<file path="src/rtl/serial_link_peer_if.sv">
// Byte-wide host handshake of serial_link_peer: the host loads a byte to send
// and collects the byte received from the DMG.
interface serial_link_peer_if;
   logic [7:0] tx_data;
   logic       tx_valid;
   logic       tx_ready;
   logic [7:0] rx_data;
   logic       rx_valid;

   modport master (
      output tx_data,
      output tx_valid,
      input  tx_ready,
      input  rx_data,
      input  rx_valid
   );

   modport slave (
      input  tx_data,
      input  tx_valid,
      output tx_ready,
      output rx_data,
      output rx_valid
   );
endinterface

</file>
<file path="src/rtl/serial_link_peer.sv">
// serial_link_peer: far-end partner of the DMG link port, one byte per transfer, SCK slave or master.
// Optional slave inactivity abort is compiled in with `define SERIAL_PEER_TIMEOUT_EN.
module serial_link_peer #(
   parameter int CLK_DIV_HALF   = 64,
   parameter int TIMEOUT_CYCLES = 4096
) (
   input  logic              clk,
   input  logic              nreset,
   input  logic              master,
   serial_link_peer_if.slave bus,
   output logic              busy,
   input  logic              link_sck_in,
   input  logic              link_sin,
   output logic              link_sout,
   output logic              link_sck_out,
   output logic              link_sck_oe,
   output logic              timeout
);

   typedef enum logic [1:0] {
      IDLE       = 2'd0,
      SLAVE_XFER = 2'd1,
      MASTER_HI  = 2'd2,
      MASTER_LO  = 2'd3
   } state_t;

   localparam int DIV_W = $clog2(CLK_DIV_HALF);
   localparam logic [DIV_W-1:0] DIV_LAST = DIV_W'(CLK_DIV_HALF - 1);

   state_t           state;
   state_t           state_nxt;
   logic [7:0]       sr;
   logic [3:0]       cnt;
   logic             armed;
   logic [DIV_W-1:0] div;

   logic sck_p0, sck_p1, sck_p2;
   logic sin_p0, sin_p1;
   logic sin_sync;
   logic fall, rise;
   logic load, div_done, shift_ev, drive_ev, last_bit, abort;

   function automatic logic [7:0] shift_in(input logic [7:0] v, input logic b);
      return {v[6:0], b};
   endfunction

   // stage p0/p1: two-flop synchronizers; p2: SCK edge detect
   always_ff @(posedge clk or negedge nreset) begin
      if (!nreset) begin
         sck_p0 <= 1'b1;
         sck_p1 <= 1'b1;
         sck_p2 <= 1'b1;
         sin_p0 <= 1'b1;
         sin_p1 <= 1'b1;
      end else begin
         sck_p0 <= link_sck_in;
         sck_p1 <= sck_p0;
         sck_p2 <= sck_p1;
         sin_p0 <= link_sin;
         sin_p1 <= sin_p0;
      end
   end

   assign sin_sync = sin_p1;
   assign fall     = sck_p2 & ~sck_p1;
   assign rise     = ~sck_p2 & sck_p1;

   assign load     = bus.tx_valid && (state == IDLE) && !armed;
   assign div_done = (div == DIV_LAST);
   assign shift_ev = ((state == SLAVE_XFER) && rise) || ((state == MASTER_LO) && div_done);
   assign drive_ev = (((state == IDLE) || (state == SLAVE_XFER)) && fall) ||
                     ((state == MASTER_HI) && div_done);
   assign last_bit = shift_ev && (cnt == 4'd7);

`ifdef SERIAL_PEER_TIMEOUT_EN
   localparam int TO_W = $clog2(TIMEOUT_CYCLES + 1);
   localparam logic [TO_W-1:0] TO_LAST = TO_W'(TIMEOUT_CYCLES - 1);

   logic [TO_W-1:0] idle_cnt;

   assign abort = (state == SLAVE_XFER) && !fall && !rise && (idle_cnt == TO_LAST);

   always_ff @(posedge clk or negedge nreset) begin
      if (!nreset) begin
         idle_cnt <= '0;
         timeout  <= 1'b0;
      end else begin
         timeout <= abort;
         if ((state != SLAVE_XFER) || fall || rise) begin
            idle_cnt <= '0;
         end else begin
            idle_cnt <= idle_cnt + 1'b1;
         end
      end
   end
`else
   logic unused_timeout_cfg;

   assign abort              = 1'b0;
   assign timeout            = 1'b0;
   assign unused_timeout_cfg = ^TIMEOUT_CYCLES;
`endif

   always_ff @(posedge clk or negedge nreset) begin
      if (!nreset) begin
         state <= IDLE;
      end else begin
         state <= state_nxt;
      end
   end

   always_comb begin
      state_nxt = state;
      case (state)
         IDLE: begin
            if (load && master) begin
               state_nxt = MASTER_HI;
            end else if (fall) begin
               state_nxt = SLAVE_XFER;
            end
         end
         SLAVE_XFER: begin
            if (last_bit || abort) begin
               state_nxt = IDLE;
            end
         end
         MASTER_HI: begin
            if (div_done) begin
               state_nxt = MASTER_LO;
            end
         end
         MASTER_LO: begin
            if (div_done) begin
               state_nxt = last_bit ? IDLE : MASTER_HI;
            end
         end
         default: state_nxt = IDLE;
      endcase
   end

   always_comb begin
      busy         = (state != IDLE);
      bus.tx_ready = (state == IDLE) && !armed;
      link_sck_oe  = (state == MASTER_HI) || (state == MASTER_LO);
      link_sck_out = (state != MASTER_LO);
   end

   // A load and an SCK fall in the same IDLE cycle: the new byte's MSB goes out at once.
   always_ff @(posedge clk or negedge nreset) begin
      if (!nreset) begin
         sr           <= 8'hFF;
         cnt          <= 4'd0;
         armed        <= 1'b0;
         div          <= '0;
         link_sout    <= 1'b1;
         bus.rx_data  <= 8'h00;
         bus.rx_valid <= 1'b0;
      end else begin
         bus.rx_valid <= 1'b0;

         if ((state == MASTER_HI) || (state == MASTER_LO)) begin
            div <= div_done ? '0 : div + 1'b1;
         end else begin
            div <= '0;
         end

         if (load) begin
            sr    <= bus.tx_data;
            armed <= 1'b1;
            if (!master && fall) begin
               link_sout <= bus.tx_data[7];
            end
         end else begin
            if (drive_ev) begin
               link_sout <= sr[7];
            end
            if (last_bit) begin
               bus.rx_data  <= shift_in(sr, sin_sync);
               bus.rx_valid <= 1'b1;
               sr           <= 8'hFF;
               armed        <= 1'b0;
               cnt          <= 4'd0;
            end else if (shift_ev) begin
               sr  <= shift_in(sr, sin_sync);
               cnt <= cnt + 4'd1;
            end else if (abort) begin
               sr    <= 8'hFF;
               armed <= 1'b0;
               cnt   <= 4'd0;
            end
         end
      end
   end

endmodule
</file>
<file path="src/flat_wrapper.sv">
// flat-port wrapper written by rule: the top's interface ports become plain ports
module serial_link_peer_flat 
#(
   parameter int CLK_DIV_HALF   = 64,
   parameter int TIMEOUT_CYCLES = 4096
)
  (clk, nreset, master, busy, link_sck_in, link_sin, link_sout, link_sck_out, link_sck_oe, timeout, bus_tx_data, bus_tx_valid, bus_tx_ready, bus_rx_data, bus_rx_valid);
  serial_link_peer_if bus_i ();
  input  logic clk;
  input  logic nreset;
  input  logic master;
  output logic busy;
  input  logic link_sck_in;
  input  logic link_sin;
  output logic link_sout;
  output logic link_sck_out;
  output logic link_sck_oe;
  output logic timeout;
  input wire logic [$bits(bus_i.tx_data)-1:0] bus_tx_data;
  input wire logic [$bits(bus_i.tx_valid)-1:0] bus_tx_valid;
  output wire logic [$bits(bus_i.tx_ready)-1:0] bus_tx_ready;
  output wire logic [$bits(bus_i.rx_data)-1:0] bus_rx_data;
  output wire logic [$bits(bus_i.rx_valid)-1:0] bus_rx_valid;
  assign bus_i.tx_data = bus_tx_data;
  assign bus_i.tx_valid = bus_tx_valid;
  assign bus_tx_ready = bus_i.tx_ready;
  assign bus_rx_data = bus_i.rx_data;
  assign bus_rx_valid = bus_i.rx_valid;
  serial_link_peer #(.CLK_DIV_HALF(CLK_DIV_HALF), .TIMEOUT_CYCLES(TIMEOUT_CYCLES)) u_core (.clk(clk), .nreset(nreset), .master(master), .bus(bus_i), .busy(busy), .link_sck_in(link_sck_in), .link_sin(link_sin), .link_sout(link_sout), .link_sck_out(link_sck_out), .link_sck_oe(link_sck_oe), .timeout(timeout));
endmodule
</file>
<file path="config.mk">
export PLATFORM = sky130hd
export DESIGN_NAME = serial_link_peer_flat
export DESIGN_NICKNAME = d
export VERILOG_FILES = /design/src/rtl/serial_link_peer_if.sv /design/src/rtl/serial_link_peer.sv /design/src/flat_wrapper.sv
export SDC_FILE = /design/constraint.sdc
export NUM_CORES = 1
export LEC_CHECK = 0
export ABC_CLOCK_PERIOD_IN_PS = 1700
export BUFFER_PORTS_ARGS = -buffer_cell sky130_fd_sc_hd__buf_2
export CAP_MARGIN = 5
export CELL_PAD_IN_SITES_DETAIL_PLACEMENT = 1
export CELL_PAD_IN_SITES_GLOBAL_PLACEMENT = 1
export CORE_ASPECT_RATIO = 1.1
export CORE_UTILIZATION = 38
export DETAILED_ROUTE_END_ITERATION = 6
export MAX_ROUTING_LAYER = met4
export PLACE_DENSITY = 0.83
export SLEW_MARGIN = 20
export SYNTH_ARGS = -nofsm -noshare
export SYNTH_HDL_FRONTEND = slang
export SYNTH_SLANG_ARGS = --single-unit
</file>
<file path="constraint.sdc">
create_clock -name clk -period 1.7 [get_ports clk]
set_clock_uncertainty 0.15 [all_clocks]
set_input_delay 0.085 -clock clk [delete_from_list [all_inputs] [get_ports clk]]
set_output_delay 0.085 -clock clk [all_outputs]
set_load 0.05 [all_outputs]
</file>
# After elaboration in Yosys (flattened, before gate mapping)
# Cells that the tools add are included.
# word_totals
regBits,36
input_bits,14
wordCells,78
# op_classes
addsub,2
muxes,21
eq_ne,11
n_reduce_logical,26
bitwise,5
# op_table
operator,n
$mux W8,3
$mux W2,6
$mux W6,2
$logic_and A1 B1 Y1,10
$mux W4,2
$pmux W2 S4,1
$reduce_bool A2 Y1,4
$mux W1,7
$add A6 B1 Y6 const B,1
$eq A6 B6 Y1 const B,1
$ne A2 B1 Y1 const B,3
$reduce_and A2 Y1,3
$add A4 B1 Y4 const B,1
$eq A2 B2 Y1 const B,2
$eq A4 B3 Y1 const B,1
$logic_or A1 B1 Y1,4
$ne A2 B2 Y1 const B,2
$reduce_and A4 Y1,1
$ne A3 B2 Y1 const B,1
$not A1 Y1,3
$reduce_bool A3 Y1,1
$and A1 B1 Y1,2
$eq A2 B1 Y1 const B,1
$logic_not A1 Y1,2
$logic_not A2 Y1,1

# Longest topological paths before layout
# depth
word_depth,8
ltp_mapped,6
ltp_nobuf,6

# Worst setup path before layout
# OpenSTA, ideal clock, no wires.
# synth_path
kind,register to output
from,register u_core.state[1]
to,output port bus_tx_ready
t_required_ps,1465
t_arrival_ps,1729
path_stages_with_launch,4
setup_slack_ps,-264
path_buffers,1
path_cell_list,dfrtp_1 > clkbuf_1 > or2_2 > nor2_1
# synth_between
elab_chain_cells,2
# synth_lines
element,line,rtl
from (decl),serial_link_peer.sv:30,state_t state;
from (signal assigned),serial_link_peer.sv:108,state <= state_nxt;
$logic_not A2 Y1,serial_link_peer.sv:143,bus.tx_ready = (state == IDLE) && !armed;
$logic_and A1 B1 Y1,serial_link_peer.sv:143,
to (decl),flat_wrapper.sv:21,output wire logic [$bits(bus_i.tx_ready)-1:0] bus_tx_ready;
# No other way between the ends.

# Worst setup path in the final report
# layout_path
from,register u_core.div[0]
to,register u_core.sr[5]
# layout_between
elab_chain_cells,6
word_cells_on_any_way,7
classes_between,1 x eq/ne; 2 x mux; 4 x reduce/logical
# layout_lines
element,line,rtl
from (decl),serial_link_peer.sv:35,logic [DIV_W-1:0] div;
from (signal assigned),serial_link_peer.sv:162,div <= div_done ? '0 : div + 1'b1;
$eq A6 B6 Y1 *,serial_link_peer.sv:69,assign div_done = (div == DIV_LAST);
$logic_and A1 B1 Y1 *,serial_link_peer.sv:70,assign shift_ev = ((state == SLAVE_XFER) && rise) || ((state == MASTER_LO) && div_done);
$logic_or A1 B1 Y1 *,serial_link_peer.sv:70,
$logic_and A1 B1 Y1,serial_link_peer.sv:73,assign last_bit = shift_ev && (cnt == 4'd7);
$mux W8,serial_link_peer.sv:177,if (last_bit) begin
$mux W8,serial_link_peer.sv:167,if (load) begin
to (signal assigned),serial_link_peer.sv:168,sr <= bus.tx_data;
to (signal assigned),serial_link_peer.sv:184,"sr <= shift_in(sr, sin_sync);"
to (decl),serial_link_peer.sv:32,logic [7:0] sr;
# Mark *: on every way between the ends. The rest lies on a longest branch, timed or not.
# A chain may end at the register's enable or synchronous reset.

==> impl_metrics.toml <==
[sta]
worst_slack_ns = -0.0633
finalSetupTns_ns = -0.372
post-route-period-util_pct = 104
period_minus_slack_ns = 1.76
setup_violations = 13
hold_viol_final = 0
fmax_ghz = 0.567
holdWs_ns = 0.185
rsz0062_at_grt = "true"
maxSlewViolCount = 0

[finish]
final_util_pct = 59.4
drive_above_1_share_pct = 54.6
multiInputGateArea_um2 = 796
antennaDiodeCount = 0
syn_to_final_growth_pct = 49.2
stdcell_count = 259
nNetsFinal = 222
regArea_um2 = 920
fillers = 428
final_common_cell = "buf_2"
final_cell_mix = "26 x buf_2, 21 x dfrtp_1, 17 x buf_4"

[clock_network]
cts_root_buf = "clkbuf_8"
clk_pin_slew_ns = 0.08
cts_sinks = 36
tritoncts = "built"
clkLatencyLatePin_ns = 0.30
htree_levels = 2
cts_made_buffers = 5
cts_buffer_depth = 2

[drt]
antenna_left = 0
drc = 0
first_pass_iters = 4
avgRoutedWirePerCell_um = 20.4
routed_via_density = 5.28
vias = 1368
routed_wl_mm = 5.29
drtIter0Drc = 56

[global_routing]
grt_max_degree = 37
grt_use_met1_pct = 26.1
grt_first_pass_wirelength_mm = 7.61
use_met2_pct = 41.5
antenna_found_initial = 0
grt_pass1_vias = 1515
grt_usage_pct = 24.0
busiest_layer = "met2"
met3_usage_pct = 4.61
gr-total-overflow = 0

[critical_path]
worstSetupPathType = "flop to flop"
end_kind = "flop"
path_cells = "ha_2 -> and4_4 -> a21o_4 -> clkbuf_16 -> nor2_2 -> o31ai_2"
slowest_delay_ns = 0.37
start_kind = "flop"
worst-path-buf-inv = 1
crit_slowest_cell = "dfrtp_1"
crit_fanout = 5
crit_required_ns = 1.75
cpLargestDelayFamily = "compound AO/OA/AOI/OAI gates"
cp.arrival_ns = 1.81

[power_and_ir_drop]
p_switching_w = 0.00141
p_comb_share_pct = 41.5
p_leak_nw = 1.13
p_int_w = 0.00217
power_frac_seq_pct = 40.6
power.clock.fraction_pct = 17.9
pwr_density_cell_nw_per_um2 = 1510
peakVddDrop_uv = 719
swShare_pct = 39.5

[logic_synthesis]
postSynthCellCount = 143
synth_ff_type = "dfrtp_1"
ys_seq_area_share_pct = 57.8
synth_edf_count = 0
synth-seq-cells = 36
async_reset_ff_share_pct = 100
yosysWarnings = 0
netlist_area_um2 = 1590
synth_fp_nets = 159
ys_types = 38
avgSynthCellArea_um2 = 11.1

[placed_design]
gp_congestion = 0.729
dp_hpwl_mm = 2.66
dp.cells = 231
dp_worst_setup_slack_ns = -0.164
io_buffers = 27

[run_status]
violations = "negative setup slack"
status = "complete, but fails checks"

[floorplan]
rows = 24
die_h_um = 69.8
core-area_um2 = 3990
die_area_um2 = 4440
fp.dieW_um = 63.7
ios = 29
initial_core_util_pct = 39.8

[worst_hold_path]
hp-class = "input pin to flop"

[run]
cap_violations = 0
cell families after synthesis:
| kind of cell | Yosys count | share of synthesized area, % |
|---|---|---|
| adder cells (fa/ha/maj) | 2 | 1.57 |
| AND/OR/NAND/NOR | 55 | 17.8 |
| multiplexers | 10 | 7.01 |
| flip-flops | 36 | 57.8 |
| other | 1 | 0.236 |
| XOR/XNOR | 4 | 2.21 |
| buffers and inverters | 11 | 3.54 |
| AO/OA/AOI/OAI | 24 | 9.84 |
cells in the mapped netlist, types with 2 or more instances:
library cell / n / area share, %
o21ai_1: 5 / 1.6
nor3_1: 9 / 2.8
a21oi_1: 3 / 0.94
nor2_1: 12 / 2.8
o31ai_1: 8 / 3.8
buf_4: 3 / 1.4
buf_2: 3 / 0.94
dfstp_2: 14 / 23
clkbuf_1: 2 / 0.47
o21ai_0: 2 / 0.63
and2_1: 3 / 1.2
inv_1: 2 / 0.47
xnor2_1: 2 / 1.1
a21o_1: 2 / 0.94
xor2_1: 2 / 1.1
nand3_1: 5 / 1.6
mux2_1: 8 / 5.7
ha_1: 2 / 1.6
dfrtp_1: 22 / 35
nand2_1: 16 / 3.8
path summary, 6_finish.rpt:
kind | from | end | slack (ns) | cells after the start
hold reg to reg | u_core.sck_p0$_DFF_PN1_ | u_core.sck_p1$_DFF_PN1_ | 0.21 | 0
hold / removal | bus_tx_valid | u_core.sr[7]$_DFFE_PN1P_ | 0.19 | 5
max in group asynchronous | nreset | u_core.sck_p0$_DFF_PN1_ | 0.83 | 3
setup reg to reg | u_core.div[0]$_DFF_PN0_ | u_core.sr[5]$_DFFE_PN1P_ | -0.06 | 6
setup / recovery | u_core.div[0]$_DFF_PN0_ | u_core.sr[5]$_DFFE_PN1P_ | -0.06 | 6
min in group asynchronous | nreset | u_core.armed$_DFFE_PN0P_ | 0.21 | 3
layout make-up:
| type | count | area share, % |
|---|---|---|
| Sequential cell | 36 | 38.8 |
| Multi-Input combinational cell | 98 | 33.6 |
| Timing Repair Buffer | 62 | 20.5 |
| Clock buffer | 6 | 3.48 |
| Tap cell | 52 | 2.74 |
| Inverter | 3 | 0.475 |
| Clock inverter | 2 | 0.422 |
registers in the layout (all words and copies together), names as in the netlist:
name	flops
u_core.armed	1
u_core.sr	8
u_core.sck_p0	1
u_core.sin_p1	1
u_core.sck_p2	1
u_core.state	2
u_core.cnt	4
u_core.sck_p1	1
u_core.link_sout	1
u_core.div	6
u_core.bus.rx_valid	1
u_core.sin_p0	1
u_core.bus.rx_data	8
per-layer routing:
metal | routed length (um) | part of all wire (%)
met3 | 214 | 4.0
met5 | 0 | 0
met2 | 2850 | 54
met1 | 2000 | 38
met4 | 225 | 4.3
metrics by stage:
stage / cell area (um2) / total power (W)
after CTS: 2220 / 0.00332
after floorplan: 1600 / 0.00213
after global routing: 2370 / 0.00374
after global placement: 1880 / 0.00245
final: 2370 / 0.00358
after detailed placement: 1880 / 0.00254
power groups by stage:
stage	registers [W]	clock network, W	logic, W
2_1_floorplan	0.00149	0	0.000647
3_3_place_gp	0.00137	0	0.00108
3_5_place_dp	0.00140	0	0.00114
4_1_cts	0.00140	0.000648	0.00128
5_1_grt	0.00148	0.000684	0.00158
6_report	0.00145	0.000643	0.00148
what timing repair did:
item                                   CTS  global route
pin swaps                                5            12
setup endpoints to repair               22            22
hold buffers                            12             0
buffers inserted                         2             3
cloned                                   1             2
gates resized for setup                 25            23
endpoints found under the hold margin   38             0
worst min-delay path: cells and delay by family:
family | cells | cell delay, ns
compound gates | 1 | 0.07
buf+inv | 2 | 0.25
simple gates | 2 | 0.22
(Power assumes the default switching activity.)
